==> src/rtl/norm_share_arb.sv <==
// Round-robin arbiter sharing one 32-bit unsigned normalizer between two requesters,
// with a one-stage registered result. Optional counters enabled by NORM_SHARE_STATS_EN.
module norm_share_arb #(
  parameter int unsigned TAG_W     = 4,
  parameter bit          FIRST_GNT = 1'b0
) (
  input  logic             clk,
  input  logic             rst,
  input  logic             flush,

  input  logic             req0_valid,
  output logic             req0_ready,
  input  logic [31:0]      req0_data,
  input  logic [TAG_W-1:0] req0_tag,

  input  logic             req1_valid,
  output logic             req1_ready,
  input  logic [31:0]      req1_data,
  input  logic [TAG_W-1:0] req1_tag,

`ifdef NORM_SHARE_STATS_EN
  output logic [15:0]      stat_cnt0,
  output logic [15:0]      stat_cnt1,
  output logic [15:0]      stat_zero,
  output logic [15:0]      stat_stall,
`endif

  output logic             res_valid,
  input  logic             res_ready,
  output logic [31:0]      res_data,
  output logic [4:0]       res_shift,
  output logic             res_zero,
  output logic             res_src,
  output logic [TAG_W-1:0] res_tag
);

  logic             res_valid_q, res_valid_d;
  logic [31:0]      res_data_q, res_data_d;
  logic [4:0]       res_shift_q, res_shift_d;
  logic             res_zero_q, res_zero_d;
  logic             res_src_q, res_src_d;
  logic [TAG_W-1:0] res_tag_q, res_tag_d;
  logic             last_gnt_q, last_gnt_d;

  logic             take;
  logic             gnt;
  logic             any_req;
  logic             accept;

  logic [31:0]      norm_a;
  logic [31:0]      norm_b;
  logic [4:0]       norm_left_sh;
  logic             norm_found;
  logic [TAG_W-1:0] sel_tag;

  // Grant and handshake
  always_comb begin
    take    = !res_valid_q || res_ready;
    any_req = req0_valid || req1_valid;
    if (req0_valid && req1_valid) begin
      gnt = ~last_gnt_q;
    end else begin
      gnt = req1_valid;
    end
    accept     = take && any_req && !rst && !flush;
    req0_ready = accept && (gnt == 1'b0);
    req1_ready = accept && (gnt == 1'b1);
  end

  // Single normalizer input, driven only from the granted requester.
  always_comb begin
    norm_a  = gnt ? req1_data : req0_data;
    sel_tag = gnt ? req1_tag : req0_tag;
  end

  // Normalizer: count leading zeros, shift left by that count; zero gives b=0, leftSh=31.
  always_comb begin
    norm_left_sh = 5'd31;
    norm_found   = 1'b0;
    for (int i = 31; i >= 0; i--) begin
      if (!norm_found && norm_a[i]) begin
        norm_left_sh = 5'(31 - i);
        norm_found   = 1'b1;
      end
    end
    norm_b = norm_a << norm_left_sh;
  end

  // Result register next state; flush clears valid but leaves the payload as is.
  always_comb begin
    res_valid_d = res_valid_q;
    res_data_d  = res_data_q;
    res_shift_d = res_shift_q;
    res_zero_d  = res_zero_q;
    res_src_d   = res_src_q;
    res_tag_d   = res_tag_q;
    last_gnt_d  = last_gnt_q;
    if (flush) begin
      res_valid_d = 1'b0;
    end else if (accept) begin
      res_valid_d = 1'b1;
      res_data_d  = norm_b;
      res_shift_d = norm_left_sh;
      res_zero_d  = (norm_a == 32'd0);
      res_src_d   = gnt;
      res_tag_d   = sel_tag;
      last_gnt_d  = gnt;
    end else if (res_ready) begin
      res_valid_d = 1'b0;
    end
  end

  always_ff @(posedge clk) begin
    if (rst) begin
      res_valid_q <= 1'b0;
      res_data_q  <= 32'd0;
      res_shift_q <= 5'd0;
      res_zero_q  <= 1'b0;
      res_src_q   <= 1'b0;
      res_tag_q   <= '0;
      last_gnt_q  <= ~FIRST_GNT;
    end else begin
      res_valid_q <= res_valid_d;
      res_data_q  <= res_data_d;
      res_shift_q <= res_shift_d;
      res_zero_q  <= res_zero_d;
      res_src_q   <= res_src_d;
      res_tag_q   <= res_tag_d;
      last_gnt_q  <= last_gnt_d;
    end
  end

  assign res_valid = res_valid_q;
  assign res_data  = res_data_q;
  assign res_shift = res_shift_q;
  assign res_zero  = res_zero_q;
  assign res_src   = res_src_q;
  assign res_tag   = res_tag_q;

`ifdef NORM_SHARE_STATS_EN
  logic [15:0] stat_cnt0_q, stat_cnt0_d;
  logic [15:0] stat_cnt1_q, stat_cnt1_d;
  logic [15:0] stat_zero_q, stat_zero_d;
  logic [15:0] stat_stall_q, stat_stall_d;

  // Saturating counters; flush has no effect on them.
  always_comb begin
    stat_cnt0_d  = stat_cnt0_q;
    stat_cnt1_d  = stat_cnt1_q;
    stat_zero_d  = stat_zero_q;
    stat_stall_d = stat_stall_q;
    if (req0_ready && stat_cnt0_q != 16'hFFFF) begin
      stat_cnt0_d = stat_cnt0_q + 16'd1;
    end
    if (req1_ready && stat_cnt1_q != 16'hFFFF) begin
      stat_cnt1_d = stat_cnt1_q + 16'd1;
    end
    if (accept && (norm_a == 32'd0) && stat_zero_q != 16'hFFFF) begin
      stat_zero_d = stat_zero_q + 16'd1;
    end
    if (res_valid_q && !res_ready && stat_stall_q != 16'hFFFF) begin
      stat_stall_d = stat_stall_q + 16'd1;
    end
  end

  always_ff @(posedge clk) begin
    if (rst) begin
      stat_cnt0_q  <= 16'd0;
      stat_cnt1_q  <= 16'd0;
      stat_zero_q  <= 16'd0;
      stat_stall_q <= 16'd0;
    end else begin
      stat_cnt0_q  <= stat_cnt0_d;
      stat_cnt1_q  <= stat_cnt1_d;
      stat_zero_q  <= stat_zero_d;
      stat_stall_q <= stat_stall_d;
    end
  end

  assign stat_cnt0  = stat_cnt0_q;
  assign stat_cnt1  = stat_cnt1_q;
  assign stat_zero  = stat_zero_q;
  assign stat_stall = stat_stall_q;
`endif

endmodule

==> config.mk <==
export PLATFORM = sky130hd
export DESIGN_NAME = norm_share_arb
export DESIGN_NICKNAME = d
export VERILOG_FILES = /design/src/rtl/norm_share_arb.sv
export SDC_FILE = /design/constraint.sdc
export NUM_CORES = 1
export LEC_CHECK = 0
export ABC_AREA = 1
export CAP_MARGIN = 25
export CORE_UTILIZATION = 65
export CTS_BUF_LIST = sky130_fd_sc_hd__clkbuf_16
export DETAILED_ROUTE_END_ITERATION = 10
export DONT_BUFFER_PORTS = 1
export PLACE_DENSITY = 0.8
export SETUP_SLACK_MARGIN = 0.02
export SYNTH_ARGS = -nofsm -noshare
export SYNTH_HDL_FRONTEND = slang
export SYNTH_SLANG_ARGS = --single-unit
==> constraint.sdc <==
create_clock -name clk -period 4.28 [get_ports clk]
set_input_delay 0.856 -clock clk [delete_from_list [all_inputs] [get_ports clk]]
set_output_delay 0.856 -clock clk [all_outputs]
set_load 0.03 [all_outputs]
==> results.toml <==
[floorplanning]
start_util_pct = 69.2
rows = 29
die_height_um = 85.1
ios = 124
die_x_um = 85.1
coreArea_mm2 = 0.00649
dieArea_mm2 = 0.00725

[setup_path]
critPathCaptureType = "register"
critPathRequiredTime_ns = 4.46
crit_path_cell_trace = "nand2_1 -> nand2_2 -> buf_4 -> nand2_1 -> nand2_1 -> inv_2 -> nand2_1 -> nor2_1 -> nand2_1 -> nor2_4 -> nand3b_1 -> inv_1 -> nor2_1 -> nand3_1 -> nor2_4 -> nand3_4 -> nand2_1 -> nand3_1 -> nand3_1 -> nand3_1 -> nand3_1 -> nand2_1 -> nor2_1 -> nor2_1"
path_common_cell = "nand2_1"
arrival_ns = 4.02
cp_top_family = "simple AND/OR/NAND/NOR gates"
startpoint_type = "primary input"
path_buf_inv = 3
crit_type = "primary input to register"
slowest_stage = "nand3_4"
max_stage_delay_ns = 0.36
path_max_fanout = 33

[final_layout]
drive_above_1_share_pct = 7.49
final_cell_mix = "nand2_1 (239), nand3_1 (183), inv_1 (66), nor2_1 (46)"
antenna_cells = 0
fill_cells = 602
seq_area_um2 = 901
design_area_mm2 = 0.00460
final_common_cell = "nand2_1"
final_net_count = 852
stdcell_count = 851
multi_input_area_mm2 = 0.00305
area_delta_synth_final_pct = 2.42

[drt]
avgRoutedWirePerCell_um = 16.1
drc = 0
drt-total-wl_mm = 13.7
met3_length_mm = 1.15
highest_layer = "met4"
drt_pass1_iterations = 8
wl_met1_mm = 5.65
viasPerCell = 6.32
met2_length_mm = 6.48
drt_iter0_markers = 598
num_vias = 5378
detail-route-antenna-nets = 0

[clocking]
cts_tree = "done"
cts_setup_buffers = 0
cts_root_buf = "clkbuf_16"
cts_buffer_depth = 2
cts-resized-gates = 0
clock_latency_ns = 0.28
path_clk_slew_ns = 0.06
cts.sinks = 45
cts_htree_levels = 2
hold_buffers = 0
cts_buffers = 5

[sta]
fin_skew_ns = 0.00515
tightest_slew_ns = 1.02
setup_violations = 0
post-route-period-util_pct = 89.8
finalSetupTns_ns = 0
slew-limit-headroom_pct = 31.6
finalHoldViolCount = 0
rsz0062_at_grt = "false"
slew_violations = 0
min_period_ns = 3.84
fmax_ghz = 0.260

[grt]
grt_overflow = 0
grt_usage_pct = 38.5
first_global_vias = 4842
grt_antenna_before_repair = 0
grt_max_degree = 39
grt_pass1_wl_mm = 22.6

[logic_synthesis]
synthXorXnorAreaFrac_pct = 0
muxShareOfSynthArea_pct = 0.223
synth_cell_type_count = 37
synthAdderAreaFrac_pct = 0
synth_top_family_by_area = "simple AND/OR/NAND/NOR gates"
syn_inst = 804
yosysSeqAreaShare_pct = 20.1
avgSynthCellArea_um2 = 5.59
syn-num-nets = 882
yosys_register_bits = 45
synth-simple-area-share_pct = 58.2
yosys_warnings = 0
syn_area_mm2 = 0.00449
synth-compound-area-share_pct = 9.16

[place]
port_buffers = 0
place.gp.congestion = 1.04
hpwl_mm = 10.5
dpl-instance-area_mm2 = 0.00444
dp.cells = 844

[power]
power_frac_comb_pct = 35.0
p_switching_uw = 567
p_leak_uw = 0.00221
p_per_area_mw_per_mm2 = 312
vdd.ir_drop.worst_mv = 0.269
p_sw_share_pct = 39.4
p_seq_share_pct = 35.6
pwr-share-clk_pct = 29.4
p_int_uw = 871

[worst_hold_path]
min_path_type = "register to register"

[job]
cap_violations = 0

[run_status]
status = "finished clean"
state kept, by name, indices dropped and copies added (netlist names):
name,cells
last_gnt_q,1
res_data,32
res_shift,5
res_src,1
res_tag,4
res_valid,1
res_zero,1
logic make-up after synthesis:
group / count (synthesis)
buffers and inverters: 129
AOI/OAI and AO/OA: 75
muxes: 1
DFF: 45
and+or+nand+nor: 554
worst paths after layout:
check / startpoint / cells after the start / to / slack, ns
worst max-delay path: req0_valid / 24 / res_data[30]$_SDFFE_PP0P_ / 0.44
worst min-delay path: last_gnt_q$_SDFFE_PP1P_ / 2 / last_gnt_q$_SDFFE_PP1P_ / 0.49
worst max register to register: last_gnt_q$_SDFFE_PP1P_ / 24 / res_data[30]$_SDFFE_PP0P_ / 0.64
worst min register to register: last_gnt_q$_SDFFE_PP1P_ / 2 / last_gnt_q$_SDFFE_PP1P_ / 0.49
power groups by stage:
stage               Combinational, uW  Sequential, uW  Clock [uW]
floorplan                         409             515           0
global placement                  480             521           0
detailed placement                488             521           0
CTS                               491             512         422
global route                      568             515         441
finish                            503             512         422
stage by stage:
stage / util (%) / setup WS [ns] / hold WS [ns] / total power, uW
finish: 70.8 / 0.435 / 0.486 / 1440
global route: 70.8 / 0.113 / 0.508 / 1520
CTS: 70.8 / 0.508 / 0.484 / 1430
detailed placement: 68.4 / 0.230 / 0.470 / 1010
global placement: 68.4 / 0.305 / 0.463 / 1000
floorplan: - / 1.05 / 0.433 / 924
worst register-to-register path, delay by kind of cell, from the launching register on:
kind          cells  cell delay [ns]
simple gates     21             2.81
buf+inv           3             0.39
flops             1             0.35
synth_stat cells:
cell type / count / area, um2
a21oi_1: 40 / 200
a22oi_1: 2 / 15.0
a2bb2oi_1: 1 / 8.76
a31oi_1: 5 / 31.3
a41oi_1: 1 / 8.76
and2_1: 1 / 6.26
buf_1: 1 / 3.75
buf_2: 19 / 95.1
buf_4: 3 / 22.5
buf_6: 5 / 56.3
clkbuf_1: 23 / 86.3
clkinv_1: 1 / 3.75
dfxtp_1: 45 / 901
inv_1: 66 / 248
inv_2: 11 / 41.3
mux2i_1: 1 / 10.0
nand2_1: 239 / 897
nand2_2: 2 / 12.5
nand3_1: 183 / 916
nand3_4: 1 / 17.5
nand3b_1: 9 / 67.6
nand4_1: 45 / 282
nand4_2: 1 / 12.5
nand4_4: 2 / 42.5
nor2_1: 47 / 176
nor2_2: 3 / 18.8
nor2_4: 3 / 33.8
nor2_8: 1 / 20.0
nor3_1: 5 / 25.0
nor3_4: 1 / 16.3
o2111ai_1: 1 / 8.76
o21a_1: 1 / 7.51
o21ai_0: 15 / 75.1
o21ai_1: 6 / 30.0
o21ai_2: 3 / 26.3
or2_1: 5 / 31.3
or2_2: 6 / 37.5
area by class of cell:
cell class                      count  share of cell area (%)
Clock buffer                        5                    2.72
Clock inverter                      2                   0.761
Inverter                           78                    6.36
Multi-Input combinational cell    630                    66.2
Sequential cell                    45                    19.6
Tap cell                           77                    2.09
Timing Repair Buffer               14                    2.28
routing by layer:
layer,track usage (%),vias to the layer above
met2,64.7,291
met1,48.9,2408
met3,6.71,40
met5,0,-
li1,-,2639
met4,15.4,0
(Power assumes the default switching activity.)
